## src/rtl/skin_map_downsampler.sv

```systemverilog
// Reduces a 640x480 skin-detect pixel stream to one 16-bit cell word per 16x16 block,
// writing each cell to the skin-map RAM one clock after its block-final pixel.
module skin_map_downsampler #(
  parameter int H_CELLS = 40,
  parameter int V_CELLS = 30,
  parameter int THRESH  = 128
) (
  input  logic        clk,
  input  logic        reset,
  input  logic        sof,
  input  logic        pix_valid,
  input  logic [9:0]  pix_x,
  input  logic [8:0]  pix_y,
  input  logic        pix_skin,
  output logic        ram_we,
  output logic [10:0] ram_addr,
  output logic [15:0] ram_data,
  output logic        frame_done
);

  localparam logic [8:0] THRESH_C = 9'(THRESH);
  localparam logic [5:0] LAST_CX  = 6'(H_CELLS - 1);
  localparam logic [4:0] LAST_CY  = 5'(V_CELLS - 1);

  typedef enum logic {IDLE, RUN} state_t;

  state_t      state_q, state_d;
  logic [8:0]  acc_q [H_CELLS];
  logic [8:0]  acc_d [H_CELLS];
  logic        ram_we_q, ram_we_d;
  logic [10:0] ram_addr_q, ram_addr_d;
  logic [15:0] ram_data_q, ram_data_d;
  logic        frame_done_q, frame_done_d;

  logic [5:0]  cx;
  logic [4:0]  cy;
  logic        in_range, accept, blk_final;
  logic [8:0]  base, cnt;

  function automatic logic [15:0] pack_cell(input logic [8:0] count);
    return {(count >= THRESH_C), 6'b0, count};
  endfunction

  always_comb begin
    cx        = pix_x[9:4];
    cy        = pix_y[8:4];
    in_range  = (cx < 6'(H_CELLS)) && (cy < 5'(V_CELLS));
    // sof opens the frame in the same cycle, so a coincident pixel is counted
    accept    = pix_valid && in_range && ((state_q == RUN) || sof);
    blk_final = (&pix_x[3:0]) && (&pix_y[3:0]);
    base      = sof ? 9'd0 : acc_q[cx];
    cnt       = base + {8'd0, pix_skin};

    for (int i = 0; i < H_CELLS; i++) begin
      acc_d[i] = sof ? 9'd0 : acc_q[i];
    end
    if (accept) begin
      acc_d[cx] = blk_final ? 9'd0 : cnt;
    end

    ram_we_d     = accept && blk_final;
    ram_addr_d   = ram_we_d ? {cx, cy} : ram_addr_q;
    ram_data_d   = ram_we_d ? pack_cell(cnt) : ram_data_q;
    frame_done_d = ram_we_d && (cx == LAST_CX) && (cy == LAST_CY);

    state_d = state_q;
    if (sof) begin
      state_d = RUN;
    end else if (frame_done_d) begin
      state_d = IDLE;
    end
  end

  // Register stage: one clock from block-final pixel to RAM write
  always_ff @(posedge clk or posedge reset) begin
    if (reset) begin
      state_q      <= IDLE;
      ram_we_q     <= 1'b0;
      ram_addr_q   <= '0;
      ram_data_q   <= '0;
      frame_done_q <= 1'b0;
      for (int i = 0; i < H_CELLS; i++) begin
        acc_q[i] <= '0;
      end
    end else begin
      state_q      <= state_d;
      ram_we_q     <= ram_we_d;
      ram_addr_q   <= ram_addr_d;
      ram_data_q   <= ram_data_d;
      frame_done_q <= frame_done_d;
      for (int i = 0; i < H_CELLS; i++) begin
        acc_q[i] <= acc_d[i];
      end
    end
  end

  assign ram_we     = ram_we_q;
  assign ram_addr   = ram_addr_q;
  assign ram_data   = ram_data_q;
  assign frame_done = frame_done_q;

endmodule

```

## config.mk

```make
export PLATFORM = sky130hd
export DESIGN_NAME = skin_map_downsampler
export DESIGN_NICKNAME = d
export VERILOG_FILES = /design/src/rtl/skin_map_downsampler.sv
export SDC_FILE = /design/constraint.sdc
export NUM_CORES = 1
export LEC_CHECK = 0
export CORE_ASPECT_RATIO = 1.75
export CORE_MARGIN = 2
export CORE_UTILIZATION = 35
export CTS_BUF_LIST = sky130_fd_sc_hd__clkbuf_4
export DETAILED_ROUTE_END_ITERATION = 6
export GPL_ROUTABILITY_DRIVEN = 0
export PLACE_DENSITY = 0.58
export SLEW_MARGIN = 10
export SYNTH_ARGS = -nofsm -noshare
export SYNTH_HDL_FRONTEND = slang
export SYNTH_SLANG_ARGS = --single-unit
export TNS_END_PERCENT = 10
```

## constraint.sdc

```tcl
create_clock -name clk -period 13.3 [get_ports clk]
set_input_delay 2.66 -clock clk [delete_from_list [all_inputs] [get_ports clk]]
set_output_delay 2.66 -clock clk [all_outputs]
set_load 0.01 [all_outputs]
```

==> flow_metrics.py <==
metrics = {
    "synth": {
        "synth_most_common_cell": "dfrtp_1",
        "synth_edf_count": 0,
        "synth_cells": 1829,
        "avgSynthCellArea_um2": 10.1,
        "synthArstFlopShare_pct": 100,
        "yosys_register_bits": 384,
        "ys.flop_type": "dfrtp_1",
        "yosysUniqueCellTypes": 76,
        "netlist.area_leader.share_pct": 52.1,
        "syn_area_um2": 18400,
        "synthTopCellsByArea": "dfrtp_1 (52%), nand3_1 (8.5%), o21ai_0 (6.7%), mux2i_1 (5.6%), clkbuf_1 (2.7%)",
        "synth_largest_area_cell": "dfrtp_1",
        "ys_seq_area_share_pct": 52.1,
        "yosysWarnings": 0,
        "synth_common_cells": "dfrtp_1 (384), nand3_1 (314), o21ai_0 (245), clkbuf_1 (133), nand2_1 (132)",
    },
    "worst_hold_path": {
        "min_to": "ram_data[1]",
        "min_from": "ram_data[1]",
        "whs_path_depth": 2,
        "worstHoldPathType": "reg2reg",
    },
    "power": {
        "leakage_nw": 8.84,
        "power_density_nw_per_um2": 112,
        "irDropWorstVdd_uv": 49.2,
    },
    "cts": {
        "h-tree-depth": 3,
        "clk_latency_ns": 0.84,
        "post_cts_resized": 0,
        "path_clk_slew_ns": 0.08,
        "cts_made_buffers": 89,
        "postCtsSetupBuffers": 0,
        "ctsRootBufferMaster": "clkbuf_4",
        "cts_hold_buf": 0,
        "cts_tree": "yes",
        "cts_buffer_depth": 3,
        "clkSinkCount": 384,
    },
    "routing": {
        "ant_nets": 0,
        "viasPerCell": 5.97,
        "routed_wl_um": 64900,
        "via_count": 15263,
        "first_iter_violations": 1528,
        "drt-wirelength-per-cell_um": 25.4,
        "drc": 0,
        "first_pass_iters": 5,
    },
    "global_routing": {
        "grt_pass1_vias": 15406,
        "grt_max_degree": 173,
        "antenna_found_initial": 1,
        "track_usage_pct": 24.2,
        "grt_pass1_wl_um": 98600,
        "overflow": 0,
    },
    "sta": {
        "slew-limit-headroom_pct": 15.7,
        "period_needed_ns": 7.18,
        "worstMarginPinSlew_ns": 1.26,
        "clock.fmax_mhz": 139,
        "slew_violations": 0,
        "whs_ns": 0.482,
        "fin_skew_ns": 0.0512,
        "grt_setup_unrepaired": "no",
        "setup_viol": 0,
        "hold_viol": 0,
        "tns_ns": 0,
        "finalCritPeriodShare_pct": 54.0,
    },
    "run_status": {
        "outcome": "finished clean",
    },
    "floorplan": {
        "io_pins": 53,
        "die_area_um2": 54600,
        "chipHeight_um": 308,
        "floorplan.rows": 111,
        "core-area_um2": 52200,
        "start_util_pct": 35.3,
        "die_w_um": 177,
    },
    "placement": {
        "dp_hpwl_um": 41300,
        "io_buffers": 46,
        "place_area_um2": 19200,
    },
    "critical_path": {
        "crit_required_ns": 13.98,
        "r2r_start": "acc_q[171]",
        "reg2reg_slack_ns": 9.04,
        "critPathArrivalTime_ns": 7.87,
        "critical_path_class": "in2reg",
        "max_stage_delay_ns": 1.02,
        "worstPathMaxFanout": 41,
        "critPathLaunchType": "input port",
        "worstPathCellList": "buf_2 -> buf_4 -> nand2b_1 -> nor2_1 -> a221oi_1 -> mux4_2 -> nor2_1 -> a21oi_1 -> nor2_1 -> ha_1 -> ha_1 -> o21ai_0 -> nor4_2 -> xor2_1 -> nand2b_1 -> buf_4 -> o21ai_0",
        "rr_endpoint": "acc_q[274]",
        "slowest_stage": "nor2_1",
        "ff2ff_path_depth": 15,
        "crit_path_end_kind": "flip-flop",
        "path_common_cell": "nor2_1",
    },
    "finish": {
        "fin_area_um2": 20200,
        "final_layout_size_suffix_gt1_share_pct": 13.1,
        "final_nets": 1852,
        "syn_to_final_growth_pct": 9.75,
        "fillers": 5245,
    },
    "run": {
        "drv_cap": 0,
    },
}
[through the flow]
stage | utilization (%) | total power, W | std cells | worst slack (ns)
global placement | 36.8 | 0.00136 | 2413 | 5.44
finish | 38.7 | 0.00227 | 2556 | 6.12
detailed placement | 36.8 | 0.00137 | 2413 | 5.47
global route | 38.7 | 0.00236 | 2554 | 5.90
CTS | 38.7 | 0.00229 | 2553 | 6.30
floorplan | - | 0.00130 | 1834 | 5.48
[cells in the final DEF, fill, tap and decap left out, types with 8 or more instances in the layout]
master	netlist	final
nor2_1	57	56
dfrtp_1	384	384
mux2_2	25	25
a221o_1	8	8
nand3_1	314	314
o21ai_1	17	17
a221oi_1	34	34
buf_4	10	48
clkinv_1	1	15
a21oi_1	46	45
o22ai_1	48	48
nor2b_1	12	10
o21ai_0	245	245
o31ai_1	52	52
mux4_2	20	20
clkbuf_4	0	121
nand2_1	132	132
clkdlybuf4s50_1	0	42
mux2i_1	103	103
a22oi_1	25	25
[final cells by class]
type | count | area, um^2 | share of cell area [%]
antenna | 3 | 7.51 | 0.0371
clock buffer | 121 | 908 | 4.49
clock inverter | 19 | 125 | 0.618
inverter | 9 | 45.0 | 0.223
multi-input combinational | 1249 | 7880 | 38.9
sequential | 384 | 9610 | 47.5
tap | 678 | 848 | 4.19
timing repair buffer | 93 | 811 | 4.01
[sequential cells by signal, indices dropped and copies added, names as in the netlist]
| register | cells |
|---|---|
| ram_we | 1 |
| ram_addr | 11 |
| frame_done | 1 |
| ram_data | 10 |
| acc_q | 360 |
| state_q | 1 |
[power breakdown]
group / internal (W) / switching, W
registers: 0.00117 / 0.00000183
clock network: 0.000454 / 0.000474
logic: 0.0000380 / 0.000136
[cells by family (layout without fill, tap and decap cells)]
group	count (synthesis)	in the layout	synth area share (%)
mux	151	151	9.77
simple gates	565	565	14.8
compound gates	519	519	17.4
other cells	1	9	0.0203
buf+inv	201	242	5.42
flops	384	384	52.1
fa+ha+maj	2	2	0.136
xor+xnor	6	6	0.326
[metal layers]
layer	track usage (%)	part of all wire, %	vias up
li1	-	-	6733
met1	28.5	37	7621
met2	40.4	50	695
met3	3.88	6.2	214
met4	16.1	7.1	0
met5	0	0	-
[worst max-delay path, delay by kind of cell]
family                   cells  cell delay [ns]
AND/OR/NAND/NOR              6             2.06
buffers and inverters        3             0.78
AO/OA/AOI/OAI                4             0.74
XOR/XNOR                     1             0.54
multiplexers                 1             0.52
adder cells (fa/ha/maj)      2             0.49
[worst max-delay path by stage]
| stage | from | to | slack (ns) |
|---|---|---|---|
| 5_1_grt | pix_x[4] | acc_q[202] | 5.90 |
| 3_3_place_gp | pix_x[4] | acc_q[292] | 5.44 |
| 4_1_cts | pix_x[4] | acc_q[274] | 6.30 |
| 6_report | pix_x[4] | acc_q[51] | 6.12 |
| 2_1_floorplan | reset | acc_q[0] | 5.48 |
| 3_5_place_dp | pix_x[4] | acc_q[220] | 5.47 |
Power figures use the tool's default switching activity.
